File: src/rtl/enokida_trace_dispatcher_pkg.sv
// Shared types and constants for the Enokida trace dispatcher slice.
// Widths of the repository entry are fixed here and must match the repository build.
package enokida_trace_dispatcher_pkg;

  localparam int TRACE_ENTRIES = 16;
  localparam int CACHE_BLOCKS  = 8;
  localparam int TRACE_IDX_W   = $clog2(TRACE_ENTRIES);
  localparam int CACHE_BLK_W   = $clog2(CACHE_BLOCKS);
  localparam int REPO_ADDR_W   = 16;
  localparam int REPO_INSTR_W  = 32;

  localparam logic [6:0] STORE_OPCODE = 7'b0100011;

  typedef struct packed {
    logic [REPO_ADDR_W-1:0]  mem_addr;
    logic [REPO_INSTR_W-1:0] instruction;
  } trace_repo_data_entry;

  typedef logic [2:0] dispatcher_state_t;

  localparam dispatcher_state_t S_IDLE       = 3'd0;
  localparam dispatcher_state_t S_REQ        = 3'd1;
  localparam dispatcher_state_t S_CACHE      = 3'd2;
  localparam dispatcher_state_t S_CACHE_WAIT = 3'd3;
  localparam dispatcher_state_t S_MARK       = 3'd4;

  typedef struct packed {
    logic [TRACE_IDX_W-1:0] index;
    logic [CACHE_BLK_W-1:0] block;
    logic [REPO_ADDR_W-1:0] addr;
    logic                   processing_flag;
    logic                   mem_trace_flag;
  } mark_req_t;

  function automatic logic is_store(input logic [6:0] opcode);
    return opcode == STORE_OPCODE;
  endfunction

endpackage

File: src/rtl/enokida_mark_done_arbiter.sv
// Two-requester fixed-priority owner of the repository mark-done handshake.
// Requester 0 (core commit) beats requester 1 (dispatcher); fields are frozen at grant.
module enokida_mark_done_arbiter
  import enokida_trace_dispatcher_pkg::*;
(
  input  logic       clk,
  input  logic       rst_n,
  input  logic [1:0] req_i,
  input  mark_req_t  commit_i,
  input  mark_req_t  disp_i,
  input  logic       ack_valid_i,
  output logic       mark_done_o,
  output mark_req_t  fields_o,
  output logic [1:0] grant_o,
  output logic [1:0] ack_o
);

  logic      mark_done_q;
  logic      owner_q;
  mark_req_t fields_q;

  // A grant is only taken from idle, so the cycle after an ack is always a gap.
  always_ff @(posedge clk or negedge rst_n) begin
    if (!rst_n) begin
      mark_done_q <= 1'b0;
      owner_q     <= 1'b0;
      fields_q    <= '0;
    end else if (mark_done_q) begin
      if (ack_valid_i) mark_done_q <= 1'b0;
    end else if (req_i[0]) begin
      mark_done_q <= 1'b1;
      owner_q     <= 1'b0;
      fields_q    <= commit_i;
    end else if (req_i[1]) begin
      mark_done_q <= 1'b1;
      owner_q     <= 1'b1;
      fields_q    <= disp_i;
    end
  end

  assign mark_done_o = mark_done_q;
  assign fields_o    = fields_q;
  assign grant_o     = {mark_done_q & owner_q, mark_done_q & ~owner_q};
  assign ack_o       = grant_o & {2{ack_valid_i}};

endmodule

File: src/rtl/enokida_trace_dispatcher.sv
// Replay-phase initiator: fetches trace entries, issues speculative cache accesses,
// and reports dispatcher and core-commit mark-dones plus core index lookups.
module enokida_trace_dispatcher
  import enokida_trace_dispatcher_pkg::*;
#(
  parameter int DATA_ADDR_WIDTH = 16,
  parameter int DATA_DATA_WIDTH = 32
) (
  input  logic                       clk,
  input  logic                       rst_n,
  input  logic                       enable,
  output logic                       trace_req,
  output logic                       cancel,
  input  trace_repo_data_entry       trace_out,
  input  logic [TRACE_IDX_W-1:0]     trace_index_o,
  input  logic                       entry_valid,
  input  logic                       cancelled,
  input  logic                       processing_complete,
  output logic [TRACE_IDX_W-1:0]     index_done,
  output logic [CACHE_BLK_W-1:0]     cache_index,
  output logic                       mark_done,
  output logic                       processing_flag,
  output logic                       mem_trace_flag,
  output logic [DATA_ADDR_WIDTH-1:0] mem_addr,
  input  logic                       mark_done_valid,
  output logic [DATA_ADDR_WIDTH-1:0] addr_in,
  output logic                       get_index,
  input  logic [TRACE_IDX_W-1:0]     index_o,
  input  logic                       index_valid,
  output logic                       cache_req,
  output logic                       cache_we,
  output logic [DATA_ADDR_WIDTH-1:0] cache_addr,
  input  logic                       cache_ack,
  input  logic [CACHE_BLK_W-1:0]     cache_block,
  input  logic                       core_req,
  input  logic                       core_done,
  input  logic [DATA_ADDR_WIDTH-1:0] core_addr,
  input  logic [CACHE_BLK_W-1:0]     core_block,
  input  logic [TRACE_IDX_W-1:0]     core_index,
  input  logic                       core_lookup,
  input  logic [DATA_ADDR_WIDTH-1:0] core_lookup_addr,
  output logic [TRACE_IDX_W-1:0]     core_lookup_index,
  output logic                       core_lookup_valid,
  output logic                       done
);

  dispatcher_state_t state_q, state_d;
  logic done_q, done_d;
  logic trace_req_q, cancel_q, cache_req_q, cache_we_q;
  logic entry_store_q;
  logic [DATA_ADDR_WIDTH-1:0] entry_addr_q, cache_addr_q;
  logic [TRACE_IDX_W-1:0]     entry_index_q;
  logic [CACHE_BLK_W-1:0]     block_q;

  logic                       commit_valid_q;
  logic [DATA_ADDR_WIDTH-1:0] commit_addr_q;
  logic [CACHE_BLK_W-1:0]     commit_block_q;
  logic [TRACE_IDX_W-1:0]     commit_index_q;

  logic                       get_index_q, lookup_valid_q;
  logic [DATA_ADDR_WIDTH-1:0] addr_in_q;
  logic [TRACE_IDX_W-1:0]     lookup_index_q;

  logic [1:0] arb_req, arb_grant, arb_ack;
  mark_req_t  commit_fields, disp_fields, mark_fields;
  logic       unused_instr_bits;

  assign unused_instr_bits = ^trace_out.instruction[DATA_DATA_WIDTH-1:7];

  // A granted dispatcher mark must finish even if enable drops, so MARK waits for its ack.
  always_comb begin
    state_d = state_q;
    done_d  = done_q;
    case (state_q)
      S_IDLE:
        if (enable && !done_q && !core_req) state_d = S_REQ;
      S_REQ:
        if (!enable)                  state_d = S_IDLE;
        else if (entry_valid)         state_d = S_CACHE;
        else if (cancelled)           state_d = S_IDLE;
        else if (processing_complete) begin
          done_d  = 1'b1;
          state_d = S_IDLE;
        end
      S_CACHE:
        state_d = enable ? S_CACHE_WAIT : S_IDLE;
      S_CACHE_WAIT:
        if (!enable)        state_d = S_IDLE;
        else if (cache_ack) state_d = S_MARK;
      S_MARK:
        if (arb_ack[1])                    state_d = S_IDLE;
        else if (!enable && !arb_grant[1]) state_d = S_IDLE;
      default:
        state_d = S_IDLE;
    endcase
  end

  always_ff @(posedge clk or negedge rst_n) begin
    if (!rst_n) begin
      state_q       <= S_IDLE;
      done_q        <= 1'b0;
      trace_req_q   <= 1'b0;
      cancel_q      <= 1'b0;
      cache_req_q   <= 1'b0;
      cache_we_q    <= 1'b0;
      entry_store_q <= 1'b0;
      entry_addr_q  <= '0;
      entry_index_q <= '0;
      cache_addr_q  <= '0;
      block_q       <= '0;
    end else begin
      state_q     <= state_d;
      done_q      <= done_d;
      trace_req_q <= (state_d == S_REQ);
      cancel_q    <= (state_d == S_REQ) && core_req;
      cache_req_q <= (state_d == S_CACHE_WAIT);
      cache_we_q  <= (state_d == S_CACHE_WAIT) && entry_store_q;
      if (state_q == S_REQ && state_d == S_CACHE) begin
        entry_addr_q  <= trace_out.mem_addr;
        entry_index_q <= trace_index_o;
        entry_store_q <= is_store(trace_out.instruction[6:0]);
      end
      if (state_q == S_CACHE) cache_addr_q <= entry_addr_q;
      if (state_q == S_CACHE_WAIT && state_d == S_MARK) block_q <= cache_block;
    end
  end

  always_ff @(posedge clk or negedge rst_n) begin
    if (!rst_n) begin
      commit_valid_q <= 1'b0;
      commit_addr_q  <= '0;
      commit_block_q <= '0;
      commit_index_q <= '0;
    end else if (core_done) begin
      commit_valid_q <= 1'b1;
      commit_addr_q  <= core_addr;
      commit_block_q <= core_block;
      commit_index_q <= core_index;
    end else if (arb_ack[0]) begin
      commit_valid_q <= 1'b0;
    end
  end

  always_ff @(posedge clk or negedge rst_n) begin
    if (!rst_n) begin
      get_index_q    <= 1'b0;
      lookup_valid_q <= 1'b0;
      addr_in_q      <= '0;
      lookup_index_q <= '0;
    end else begin
      lookup_valid_q <= 1'b0;
      if (get_index_q) begin
        if (index_valid) begin
          get_index_q    <= 1'b0;
          lookup_index_q <= index_o;
          lookup_valid_q <= 1'b1;
        end
      end else if (core_lookup) begin
        get_index_q <= 1'b1;
        addr_in_q   <= core_lookup_addr;
      end
    end
  end

  assign commit_fields = {commit_index_q, commit_block_q, commit_addr_q, 2'b00};
  assign disp_fields   = {entry_index_q, block_q, entry_addr_q, 2'b11};
  assign arb_req       = {(state_q == S_MARK) && enable, commit_valid_q};

  enokida_mark_done_arbiter u_arb (
    .clk         (clk),
    .rst_n       (rst_n),
    .req_i       (arb_req),
    .commit_i    (commit_fields),
    .disp_i      (disp_fields),
    .ack_valid_i (mark_done_valid),
    .mark_done_o (mark_done),
    .fields_o    (mark_fields),
    .grant_o     (arb_grant),
    .ack_o       (arb_ack)
  );

  assign index_done        = mark_fields.index;
  assign cache_index       = mark_fields.block;
  assign mem_addr          = mark_fields.addr;
  assign processing_flag   = mark_fields.processing_flag;
  assign mem_trace_flag    = mark_fields.mem_trace_flag;
  assign trace_req         = trace_req_q;
  assign cancel            = cancel_q;
  assign cache_req         = cache_req_q;
  assign cache_we          = cache_we_q;
  assign cache_addr        = cache_addr_q;
  assign addr_in           = addr_in_q;
  assign get_index         = get_index_q;
  assign core_lookup_index = lookup_index_q;
  assign core_lookup_valid = lookup_valid_q;
  assign done              = done_q;

  // The core never completes a second access before its first commit is acknowledged.
  a_commit_overrun : assert property (@(posedge clk) disable iff (!rst_n)
    !(core_done && commit_valid_q && !arb_ack[0]));

endmodule
File: config.mk
export PLATFORM = sky130hd
export DESIGN_NAME = enokida_trace_dispatcher
export DESIGN_NICKNAME = d
export VERILOG_FILES = /design/src/rtl/enokida_trace_dispatcher_pkg.sv /design/src/rtl/enokida_mark_done_arbiter.sv /design/src/rtl/enokida_trace_dispatcher.sv
export SDC_FILE = /design/constraint.sdc
export NUM_CORES = 1
export LEC_CHECK = 0
export BUFFER_PORTS_ARGS = -buffer_cell sky130_fd_sc_hd__buf_2
export CAP_MARGIN = 5
export CORE_UTILIZATION = 34
export DETAILED_ROUTE_END_ITERATION = 10
export PLACE_DENSITY = 0.67
export SLEW_MARGIN = 20
export SYNTH_ARGS = -nofsm -noshare
export SYNTH_HDL_FRONTEND = slang
export SYNTH_SLANG_ARGS = --single-unit
File: constraint.sdc
create_clock -name clk -period 1.4 [get_ports clk]
set_clock_uncertainty 0.05 [all_clocks]
set_input_delay 0.28 -clock clk [delete_from_list [all_inputs] [get_ports clk]]
set_output_delay 0.28 -clock clk [all_outputs]
set_load 0.005 [all_outputs]
Yosys cells after proc, flatten, opt, wreduce, memory -nomap -nowiden
Index checks and enable logic that the tools add are counted.
- flip-flop bits (word level): 121
- input bits: 110
- output and inout port bits: 69
- logic and storage cells: 88
- equal/unequal tests: 9
- multiplexer cells: 26
- bitwise operators: 8
- reductions and logical operators: 19
- operators with widths (operator ; count):
    $mux 25 ; 2
    $mux 3 ; 9
    $pmux 3 s5 ; 1
    $mux 1 ; 13
    $eq 3x2->1 const B ; 4
    $logic_and 1x1->1 ; 8
    $eq 7x6->1 const B ; 1
    $eq 3x1->1 const B ; 2
    $eq 3x3->1 const B ; 2
    $reduce_and 2->1 ; 3
    $not 1->1 ; 5
    $reduce_and 5->1 ; 1
    $logic_not 1->1 ; 4
    $reduce_bool 2->1 ; 2
    $logic_not 3->1 ; 1
    $and 1x1->1 ; 2
    $and 2x2->2 ; 1
    $mux 2 ; 1

Logic depth before layout (Yosys ltp)
- depth in word-level cells: 8
- gate-level depth with buffers: 6

Cells and area by module
Synthesis repeated with hierarchy kept, for this count alone.
- cells, all modules: 352
- area total of the unflattened synthesis: 4971.0 sq um
- modules (own cells, without submodules) (module ; instances ; cells each ; area each (sq um) ; sequential area each (sq um)):
    enokida_trace_dispatcher ; 1 ; 224 ; 3668.5 ; 2352.3
    enokida_mark_done_arbiter ; 1 ; 128 ; 1302.5 ; 675.6

Worst setup path before layout
OpenSTA, ideal clock, no wires.
- path type: reg-to-reg
- from: register state_q[0]
- to: register cache_addr_q[10] (netlist: cache_addr[10])
- library setup time: 125 ps
- arrival time: 1299 ps
- data required time: 1225 ps
- path slack: -74 ps
- cell stages (with the launch flop): 5
- clock period less this slack: 1474 ps
- path through: dfrtp_1 buf_6 nor3b_4 buf_8 mux2_4
- word-level cells in the longest chain between the ends: 1
- RTL lines (element ; line ; source):
    start: declaration ; enokida_trace_dispatcher.sv:47 ; dispatcher_state_t state_q, state_d;
    start signal: assignment ; enokida_trace_dispatcher.sv:112 ; state_q <= state_d;
    $eq 3x2->1 ; enokida_trace_dispatcher.sv:123 ; if (state_q == S_CACHE) cache_addr_q <= entry_addr_q;
    end signal: assignment ; enokida_trace_dispatcher.sv:123 ;
    end: declaration ; enokida_trace_dispatcher.sv:51 ; logic [DATA_ADDR_WIDTH-1:0] entry_addr_q, cache_addr_q;
Every way passes these cells.
A chain may end at the register's enable or synchronous reset.

Final worst setup path
- from: register state_q[0]
- to: register u_arb.fields_q (netlist bit u_arb.fields_o[8])
- word-level cells in the longest chain between the ends: 4
- RTL lines (element ; line ; source):
    $eq 3x3->1 ; enokida_trace_dispatcher.sv:167 ; assign arb_req = {(state_q == S_MARK) && enable, commit_valid_q};
    $logic_and 1x1->1 ; enokida_trace_dispatcher.sv:167 ;
    $reduce_bool 2->1 (no source line) ; - ;
    $reduce_and 2->1 (no source line) ; - ;
    end signal: assignment ; enokida_mark_done_arbiter.sv:33 ; fields_q <= commit_i;
    end signal: assignment ; enokida_mark_done_arbiter.sv:37 ; fields_q <= disp_i;
    end: declaration ; enokida_mark_done_arbiter.sv:20 ; mark_req_t fields_q;
Every way passes these cells.

==> run metrics <==
fin crit period=1.51 ns; Ys Warns=0; Detailed Route WL=between 10000 and 15000 um; Ant. Diodes=0; Setup WS post-layout=-0.111 ns; largest net degree at the start of global routing=39; First-pass DRT Iterations=5; failing checks=negative setup slack; initial antenna violation count=0; Buf+Inv Stages, Crit Path=2; PD cells=about 1800 nW/um2; CP max stage cell=dfrtp_2; Design Area, Final=~7000 um2; CTS Buf Count=17; crit path cell chain=buf_6, and4bb_2, buf_12, nor3_1, nor3_2; unrepaired setup endpoints after global routing=true; Reg clk slew, reported paths=about 0.060 ns; CP arrival=roughly 1.8 ns; core area=between 10000 and 15000 um2; syn nets=475; proportion of layout cells with a drive suffix above 1=0.589; Initial Utilization=0.347; Leak=3.23 nW; global-route wire length before repair=between 15000 and 20000 um; commonest non-fill, non-tap cells in the layout=buf_2, dfrtp_1, mux2_2; Clock Latency Late Sink=0.42 ns; fmax=662 MHz; Die W=124 um; CP Max Fanout=26; register area share after synthesis=0.593; num rows=44; Sink Count=~120; Hold Path Class=primary input to flop; port buffer count=around 150; H-tree levels=4; Pins Over Slew Limit=0; Synth Instances=between 300 and 400; Mapped Area=~5000 um2; most common cell after layout, fill and taps aside=buf_2; Synth cell types=35; Crit. End Element=flop; status=finished with violations; I/O pins=179; final hold violation count=0; critical path's top delay family=simple AND/OR/NAND/NOR gates; Die Ht=124 um; worst setup path category=flop to flop; vias in the first global route=~3800; nets@finish=652; crit-path max cell delay=between 0.4 and 0.5 ns; Detail Placement HPWL=about 8900 um; clk buf depth=2; synthesis-to-layout area growth=39.3%; DP Area=around 6000 um2; Reg-to-Reg Start=state_q[0]; Worst Path Required=about 1.7 ns; post-synthesis area per instance=between 10 and 15 um2; Routed wire per std cell=approximately 17 um; Vias/cell=about 5; GP Congestion=around 0.8; Hold Startpoint=trace_out[46]; Final Cycle Share=1.08; GRT overflow=0; CTS root buffer=clkbuf_16; number of synthesized register bits=around 120; antenna-violating nets left=0; die area=about 15000 um2; DP Worst Slack=-0.132 ns; TritonCTS clock tree=yes; Hold Slack=slightly above 0.04 ns; Slew HR=0.776; Worst Setup Start Kind=flop; Worst Setup SP=state_q[0]; MaxCap Viol Count=0; Least-Margin Pin Slew=around 0.33 ns; GRT Total Usage=0.172; initial DRC count=between 150 and 200; setup violators final=54; DRC Markers=0; worst vdd ir=0.932 mV; vias=approximately 3700
==> per-stage QoR <==
step / utilization / cells / TNS [ns] / power, W
global route: 0.483 / 739 / -6.22 / 0.0131
finish: 0.483 / 739 / -2.27 / 0.0124
global placement: 0.425 / 700 / -2.59 / 0.00772
detailed placement: 0.425 / 700 / -3.90 / 0.00787
CTS: 0.476 / 736 / -2.02 / 0.0125
floorplan: - / 365 / -0.737 / 0.00647
==> metal layers <==
layer	global-route usage	share of wire	up-vias
met5	0	0	-
met4	0.0527	0.0069	0
met3	0.0618	0.069	11
met2	0.284	0.50	152
met1	0.208	0.42	1820
li1	-	-	1708
==> power breakdown <==
part | leakage (nW) | switching (W) | total [W] | internal (W)
logic | 1.53 | 0.00107 | 0.00282 | 0.00174
clock network | 0.277 | 0.00162 | 0.00442 | 0.00280
registers | 1.42 | 0.000770 | 0.00517 | 0.00440
==> path summary, 6_finish.rpt <==
path	end	slack, ns	depth (start not counted)
max in group asynchronous	addr_in[12]	0.55	3
min in group asynchronous	state_q[1]	0.25	2
min reg2reg	addr_in[7]	0.45	1
max	u_arb.fields_o[8]	-0.11	5
min	entry_addr_q[14]	0.04	2
max reg2reg	u_arb.fields_o[8]	-0.11	5
==> cell usage after synthesis <==
library cell	n	area share
nor2b_1	1	0.0012
nor2_1	6	0.0045
nor3_1	51	0.051
buf_4	3	0.0045
nor3b_1	1	0.0015
inv_1	1	0.00075
a211oi_2	1	0.0025
nand4_1	1	0.0012
clkbuf_1	9	0.0067
nor3b_4	1	0.0037
a21oi_1	3	0.0030
mux2_4	30	0.090
and4bb_2	1	0.0025
nand2b_1	3	0.0037
buf_8	1	0.0030
o311ai_0	1	0.0017
dfrtp_1	119	0.59
nand2_1	7	0.0052
nand4bb_1	1	0.0022
clkbuf_8	1	0.0027
nand3_4	1	0.0035
o22ai_1	23	0.029
a21boi_1	1	0.0015
or4b_1	1	0.0020
buf_6	6	0.013
nor4_1	23	0.029
a41o_1	1	0.0020
inv_2	1	0.00075
o21ai_0	1	0.0010
and2b_4	1	0.0020
and4b_1	1	0.0020
buf_2	8	0.0080
o31a_1	1	0.0017
nor2b_2	1	0.0017
mux2_2	53	0.12
==> what timing repair did <==
action / CTS / global route
resized for setup: 24 / 15
buffers inserted: 3 / 3
endpoints found under the hold margin: 16 / 0
hold buffers: 1 / 0
pin swaps: 0 / 4
endpoints found under the setup margin: 67 / 68
==> final cells by class <==
class / count / area [um2]
clock buffer: 17 / 425
clock inverter: 15 / 180
fill: 1268 / 7480
inverter: 2 / 7.51
multi-input combinational: 216 / 2000
sequential: 119 / 2980
tap: 184 / 230
timing repair buffer: 186 / 1170
==> sequential cells by signal, indices dropped and copies added (netlist names), 3 cells and up <==
| name | flops |
|---|---|
| cache_addr | 16 |
| block_q | 3 |
| core_lookup_index | 4 |
| commit_addr_q | 16 |
| commit_block_q | 3 |
| state_q | 3 |
| entry_index_q | 4 |
| addr_in | 16 |
| entry_addr_q | 16 |
| commit_index_q | 4 |
| u_arb.fields_o | 24 |
==> logic make-up (layout without fill, tap and decap cells) <==
kind of cell           Yosys count  after routing  synth area share
AO/OA/AOI/OAI                   32             32            0.0421
AND/OR/NAND/NOR                101            101             0.117
buffers and inverters           30            220            0.0399
flip-flops                     119            119             0.593
multiplexers                    83             83             0.209
(Power assumes the default switching activity.)
